<file path="src/rtl/mem_port_arbiter.sv">
// Shares one single-port, fixed-latency memory between the fetch and data requesters.
// One transaction at a time, round-robin on conflict, registered strobe/ack outputs.
module mem_port_arbiter #(
    parameter int ADDR_WIDTH  = 32,
    parameter int DATA_WIDTH  = 32,
    parameter int MEM_LATENCY = 2
) (
    input  logic                  clk,
    input  logic                  reset,
    input  logic                  if_req,
    input  logic [ADDR_WIDTH-1:0] if_addr,
    output logic [DATA_WIDTH-1:0] if_rdata,
    output logic                  if_ack,
    input  logic                  d_req,
    input  logic                  d_we,
    input  logic [ADDR_WIDTH-1:0] d_addr,
    input  logic [DATA_WIDTH-1:0] d_wdata,
    output logic [DATA_WIDTH-1:0] d_rdata,
    output logic                  d_ack,
    output logic                  mem_en,
    output logic                  mem_we,
    output logic [ADDR_WIDTH-1:0] mem_addr,
    output logic [DATA_WIDTH-1:0] mem_wdata,
    input  logic [DATA_WIDTH-1:0] mem_rdata,
    output logic                  busy,
    output logic                  owner
);

    localparam logic [3:0] CNT_LOAD = 4'(MEM_LATENCY - 1);

    typedef enum logic [1:0] {
        IDLE  = 2'd0,
        ISSUE = 2'd1,
        WAIT  = 2'd2,
        DONE  = 2'd3
    } state_t;

    state_t                state_reg, state_next;
    logic [3:0]            cnt_reg, cnt_next;
    logic                  last_served_reg, last_served_next;
    logic                  owner_reg, owner_next;
    logic                  we_reg, we_next;
    logic                  mem_en_reg, mem_en_next;
    logic                  mem_we_reg, mem_we_next;
    logic [ADDR_WIDTH-1:0] mem_addr_reg, mem_addr_next;
    logic [DATA_WIDTH-1:0] mem_wdata_reg, mem_wdata_next;
    logic                  busy_reg, busy_next;
    logic [1:0]            ack_next;
    logic [1:0]            capture;
    logic                  grant_data;

    always_ff @(posedge clk) begin
        if (reset) begin
            state_reg       <= IDLE;
            cnt_reg         <= 4'd0;
            last_served_reg <= 1'b0;
            owner_reg       <= 1'b0;
            we_reg          <= 1'b0;
            mem_en_reg      <= 1'b0;
            mem_we_reg      <= 1'b0;
            mem_addr_reg    <= '0;
            mem_wdata_reg   <= '0;
            busy_reg        <= 1'b0;
        end else begin
            state_reg       <= state_next;
            cnt_reg         <= cnt_next;
            last_served_reg <= last_served_next;
            owner_reg       <= owner_next;
            we_reg          <= we_next;
            mem_en_reg      <= mem_en_next;
            mem_we_reg      <= mem_we_next;
            mem_addr_reg    <= mem_addr_next;
            mem_wdata_reg   <= mem_wdata_next;
            busy_reg        <= busy_next;
        end
    end

    always_comb begin
        state_next       = state_reg;
        cnt_next         = cnt_reg;
        last_served_next = last_served_reg;
        owner_next       = owner_reg;
        we_next          = we_reg;
        mem_en_next      = 1'b0;
        mem_we_next      = 1'b0;
        mem_addr_next    = mem_addr_reg;
        mem_wdata_next   = mem_wdata_reg;
        ack_next         = 2'b00;
        capture          = 2'b00;
        // Data wins when it is the only requester, or on conflict when fetch was served last.
        grant_data       = d_req && (!if_req || !last_served_reg);

        case (state_reg)
            IDLE: begin
                if (if_req || d_req) begin
                    owner_next       = grant_data;
                    last_served_next = grant_data;
                    we_next          = grant_data && d_we;
                    mem_en_next      = 1'b1;
                    mem_we_next      = grant_data && d_we;
                    if (grant_data) begin
                        mem_addr_next  = d_addr;
                        mem_wdata_next = d_wdata;
                    end else begin
                        mem_addr_next  = if_addr;
                    end
                    state_next = ISSUE;
                end
            end
            ISSUE: begin
                cnt_next   = CNT_LOAD;
                state_next = WAIT;
            end
            WAIT: begin
                if (cnt_reg == 4'd0) begin
                    capture[owner_reg]  = !we_reg;
                    ack_next[owner_reg] = 1'b1;
                    state_next          = DONE;
                end else begin
                    cnt_next = cnt_reg - 4'd1;
                end
            end
            DONE: begin
                state_next = IDLE;
            end
            default: begin
                state_next = IDLE;
            end
        endcase

        busy_next = (state_next != IDLE);
    end

    // Per-requester read-data and acknowledge registers; index 0 = fetch, 1 = data.
    genvar gi;
    generate
        for (gi = 0; gi < 2; gi++) begin : g_port
            logic [DATA_WIDTH-1:0] rdata_reg;
            logic                  ack_reg;

            always_ff @(posedge clk) begin
                if (reset) begin
                    rdata_reg <= '0;
                    ack_reg   <= 1'b0;
                end else begin
                    ack_reg <= ack_next[gi];
                    if (capture[gi]) begin
                        rdata_reg <= mem_rdata;
                    end
                end
            end
        end
    endgenerate

    assign if_rdata  = g_port[0].rdata_reg;
    assign if_ack    = g_port[0].ack_reg;
    assign d_rdata   = g_port[1].rdata_reg;
    assign d_ack     = g_port[1].ack_reg;
    assign mem_en    = mem_en_reg;
    assign mem_we    = mem_we_reg;
    assign mem_addr  = mem_addr_reg;
    assign mem_wdata = mem_wdata_reg;
    assign busy      = busy_reg;
    assign owner     = owner_reg;

endmodule
</file>
<file path="config.mk">
export PLATFORM = sky130hd
export DESIGN_NAME = mem_port_arbiter
export DESIGN_NICKNAME = d
export VERILOG_FILES = /design/src/rtl/mem_port_arbiter.sv
export SDC_FILE = /design/constraint.sdc
export NUM_CORES = 1
export LEC_CHECK = 0
export ABC_AREA = 0
export ABC_CLOCK_PERIOD_IN_PS = 3100
export BUFFER_PORTS_ARGS = -buffer_cell sky130_fd_sc_hd__buf_4
export CAP_MARGIN = 5
export CORE_MARGIN = 2
export CORE_UTILIZATION = 35
export CTS_CLUSTER_DIAMETER = 40
export CTS_CLUSTER_SIZE = 16
export DETAILED_ROUTE_END_ITERATION = 8
export GPL_TIMING_DRIVEN = 0
export PLACE_DENSITY_LB_ADDON = 0.2
export SYNTH_ARGS = -nofsm -noshare
export SYNTH_HDL_FRONTEND = slang
export SYNTH_SLANG_ARGS = --single-unit
export TNS_END_PERCENT = 100
</file>
<file path="constraint.sdc">
create_clock -name clk -period 3.1 [get_ports clk]
set_input_delay 0.62 -clock clk [delete_from_list [all_inputs] [get_ports clk]]
set_output_delay 0.62 -clock clk [all_outputs]
set_load 0.02 [all_outputs]
</file>
Yosys cells after proc, flatten, opt, wreduce, memory -nomap -nowiden. Cells that the tools add are included.

Input port bits: 133. Bits in registers: 141. RAM bits: 0. Memory bits (read-only): 0. Bits in latches: 0. Memories kept: 0.

Div/mod/pow operators: 0. $lt $le $gt $ge: 2. Reduce and logical (&&, ||, !) cells: 18. Add/subtract/negate cells: 1. Shift operators: 0. Multiply operators: 0. Mux-type cells: 11. Bitwise gates (word level): 5. Equality and inequality tests: 4.

Operators by type and width (number): $mux W32 (1); $mux W2 (4); $pmux W2 S4 (1); $pmux W4 S2 (1); $reduce_or A3 Y1 (2); $eq A2 B2 Y1 const B (2); $logic_not A4 Y1 (1); $mux W4 (1); $not A1 Y1 (4); $reduce_and A2 Y1 (2); $reduce_bool A2 Y1 (2); $sub A4 B1 Y4 const B (1); $logic_and A1 B1 Y1 (3); $logic_not A1 Y1 (3); $reduce_and A3 Y1 (1); $and A2 B2 Y2 (1); $eq A2 B1 Y1 const B (1); $logic_not A2 Y1 (1); $logic_or A1 B1 Y1 (2); $lt A1 B2 Y1 const B (1); $mux W1 (2); $ne A2 B2 Y1 const B (1); $reduce_or A2 Y1 (1); $demux W1 S1 (1); $ge A1 B1 Y1 const B (1).

Logic depth before layout (Yosys ltp).
Depth in word-level cells: 7. Depth in mapped cells: 7. Mapped depth without buffers: 5.

Least setup slack after synthesis. No wires, ideal clock.

Path kind: reg2reg. Start point: register state_reg[0]. End point: register g_port[0].rdata_reg[10] (netlist: if_rdata[10]). Data arrival time: 1.512 ns. Setup slack: 1.516 ns. Required time: 3.028 ns. Library setup time: 0.072 ns. Cell stages (with the launch flop): 7. Period minus slack after synthesis: 1.584 ns. Cell sequence: dfxtp_1 inv_1 ha_1 nand4bb_2 nor3_4 buf_8 mux2i_1.

Longest elaborated chain between the ends: 2.

RTL lines: start: declaration (line 38) `state_t state_reg, state_next;`; start signal: assignment (line 65) `state_reg <= state_next;`; $eq A2 B2 Y1 (line 93) `case (state_reg)`; $mux W2 (line 93); end signal: assignment (line 148) `rdata_reg <= mem_rdata;`; end: declaration (line 138) `logic [DATA_WIDTH-1:0] rdata_reg;`.

Every way passes these cells. A chain may end at the register's enable or synchronous reset.

Final worst setup path.
Start point: register state_reg[0]. End point: register g_port[0].rdata_reg[26] (netlist: if_rdata[26]).

Same word-level chain as after synthesis.

==> flow_summary.toml <==
[status]
outcome = "finished, final reports clean"

[cts]
cts_buffers = 17
cts_resized = 0
postCtsSetupBuffers = 0
cts_tree = "yes"
clk_root_buffer_cell = "clkbuf_16"
clk_pin_slew_ns = 0.06
htreeDepth = 4
ctsLongestPathBuffers = 2
clock-sinks = 141
cts_hold_buf = 0
clk_latency_ns = 0.41

[die]
start_util = 0.356
io_pins = 267
die_y_um = 133
core_mm2 = 0.0165
die_x_um = 133
die-area_mm2 = 0.0178
core.rowCount = 47

[yosys]
synth.distinct_cells = 35
avgSynthCellArea_um2 = 9.26
syn_nets = 772
synth_cells = 633
ys_seq_area_frac = 0.482
synth-seq-cells = 141
synth_area_mm2 = 0.00586
synthTopCellsByArea = "dfxtp_1, mux2i_1, nand2b_1, a21oi_1, a211oi_1"
yosysTopAreaCellShare = 0.482
yosysWarningCount = 0
yosysTopAreaCell = "dfxtp_1"

[drt]
first_iter_violations = 269
wl_um = 17400
drt-pass1-iter-count = 4
wl_per_cell_um = 15.1
ant_nets = 0
drt-vias-per-instance = 4.74
vias = 5450
drc = 0

[sta]
period_share = 0.601
max_slew.worst_pin.slew_ns = 0.560
drv_slew = 0
rsz0062_at_grt = "false"
fin_hold_ws_ns = 0.448
slew_headroom = 0.627
min_period_ns = 1.86
finalWorstSetupSlack_ns = 1.24
finalSetupViolations = 0
max_freq_mhz = 537
timing.final.hold_violations = 0
fin_setup_tns_ns = 0
fin_worst_skew_ns = 0.00851

[worst_hold_path]
whs_endpoint = "mem_we"
min_from = "d_we"
hp-class = "input port to flip-flop"
worst_hold_path.num_cells = 2

[final_layout]
drive_gt1_frac = 0.357
antennaDiodeCount = 0
layout.nets = 1056
post-route-util = 0.532
areaGrowthSynthToFinish_pct = 49.5

[place]
place_congestion = 0.784
port_buffers = 265
post-dp-hpwl_um = 13100
pre_cts_ws_ns = 0.993

[power_and_ir_drop]
p_seq_frac = 0.331
power_density_mw_per_mm2 = 835
p_int_uw = 4740
ir_worst_vdd_mv = 0.397
pwr-share-comb = 0.370
p_sw_frac = 0.352
switchingPower_uw = 2570
leakagePower_uw = 0.00400
clockPowerShare = 0.299

[global_route]
grt_max_degree = 17
grt_first_pass_wirelength_um = 27400
antenna_found_initial = 0
grt-ovfl-total = 0
grt_use_total = 0.193
busiest_layer = "met2"
use_met1 = 0.236
grt_pass1_vias = 5424
met3_usage = 0.0715
grt_use_met2 = 0.315

[job]
maxCapViolations = 0

[critical_path]
max_stage_delay_ns = 0.39
crit_path_start = "state_reg[0]"
r2r_cells = 6
r2r_end = "if_rdata[26]"
cp.arrival_ns = 2.20
regToRegSetupSlack_ns = 1.24
timing.rr.start = "state_reg[0]"
cp_max_fo = 10
criticalPathCategory = "flip-flop to flip-flop"
cp-end-kind = "flip-flop"
crit_chain = "inv_1, ha_1, nand4bb_2, nor3_4, buf_8, mux2i_1"
critPathLaunchType = "flip-flop"
crit_slowest_cell = "nor3_4"
worstPathRequired_ns = 3.43
## stage by stage
stage / cell area [um^2] / total power [uW] / std cells
global route: 8760 / 7740 / 1150
finish: 8760 / 7310 / 1150
global placement: 8130 / 5170 / 1118
detailed placement: 8130 / 5190 / 1118
floorplan: 5860 / 4090 / 633
CTS: 8760 / 7390 / 1150
## cells in the final DEF (no fill, tap or decap), types with 3 or more instances in the layout
cell type  instances
buf_4            265
dfxtp_1          141
nand2b_1          98
a21oi_1           69
mux2i_1           64
o21ai_0           37
nor2_1            35
nand3_1           33
nand2_1           33
a211oi_1          32
buf_2             24
clkbuf_1          21
clkbuf_16         17
inv_1              7
ha_1               6
buf_1              4
bufinv_16          4
clkinv_2           4
or3_1              3
buf_8              3
nor3_1             3
buf_6              3
clkbuf_8           3
## per-layer routing
layer,wire [um],part of all wire
met3,1430,0.082
met1,7650,0.44
met4,252,0.015
met5,0,0
met2,8030,0.46
## layout make-up
cell class	instances	area, um^2
Tap cell	220	275
Clock inverter	11	164
Fill cell	1578	7710
Clock buffer	21	470
Buffer	54	289
Timing Repair Buffer	265	1990
Multi-Input combinational cell	431	2720
Inverter	7	26.3
Sequential cell	141	2820
## power groups by stage
stage | combinational [uW] | sequential (uW) | clock (uW)
2_1_floorplan | 1220 | 2870 | 0
3_3_place_gp | 2720 | 2450 | 0
3_5_place_dp | 2730 | 2460 | 0
4_1_cts | 2730 | 2430 | 2230
5_1_grt | 2960 | 2470 | 2320
6_report | 2710 | 2420 | 2180
## worst max path at each step
stage               depth (start not counted)  slack, ns            to
global route                                6       1.01   if_rdata[4]
detailed placement                          5       0.99        if_ack
floorplan                                   6       1.52  if_rdata[10]
CTS                                         6       1.19   if_rdata[6]
finish                                      6       1.24  if_rdata[26]
global placement                            5       1.01        if_ack
## synthesized netlist by cell type
| master | instances |
|---|---|
| and4bb_1 | 1 |
| nor3_1 | 3 |
| clkbuf_1 | 20 |
| a21oi_1 | 69 |
| buf_8 | 3 |
| or4_1 | 1 |
| o21a_1 | 1 |
| a21boi_2 | 1 |
| nand4bb_2 | 1 |
| and3_1 | 1 |
| a21bo_1 | 1 |
| nand2_1 | 33 |
| nand2b_1 | 98 |
| nand3b_1 | 1 |
| buf_6 | 3 |
| ha_1 | 6 |
| a22oi_1 | 1 |
| nand3_1 | 33 |
| buf_1 | 4 |
| or4b_2 | 1 |
| a211oi_1 | 32 |
| nand4b_1 | 1 |
| o31ai_1 | 1 |
| nor2b_1 | 1 |
| o21ai_0 | 37 |
| o31a_2 | 1 |
| nor3_4 | 1 |
| mux2i_1 | 64 |
| buf_2 | 24 |
| or3_1 | 3 |
| nor3b_1 | 2 |
| inv_1 | 7 |
| dfxtp_1 | 141 |
| nor2_1 | 35 |
| o21ai_2 | 1 |
## cell families (layout without fill, tap and decap cells)
group                    after synthesis  count (layout)  share of synthesized area
multiplexers                          64              64                      0.109
adder cells (fa/ha/maj)                6               6                     0.0128
AND/OR/NAND/NOR                      216             216                      0.200
flip-flops                           141             141                      0.482
buffers and inverters                 61             358                     0.0538
AO/OA/AOI/OAI                        145             145                      0.142
## critical path, delay by kind of cell, from the launching register on
kind,cells,cell delay [ns]
buffers and inverters,2,0.33
multiplexers,1,0.20
flip-flops,1,0.33
adder cells (fa/ha/maj),1,0.34
AND/OR/NAND/NOR,2,0.59
(Power assumes the default switching activity.)
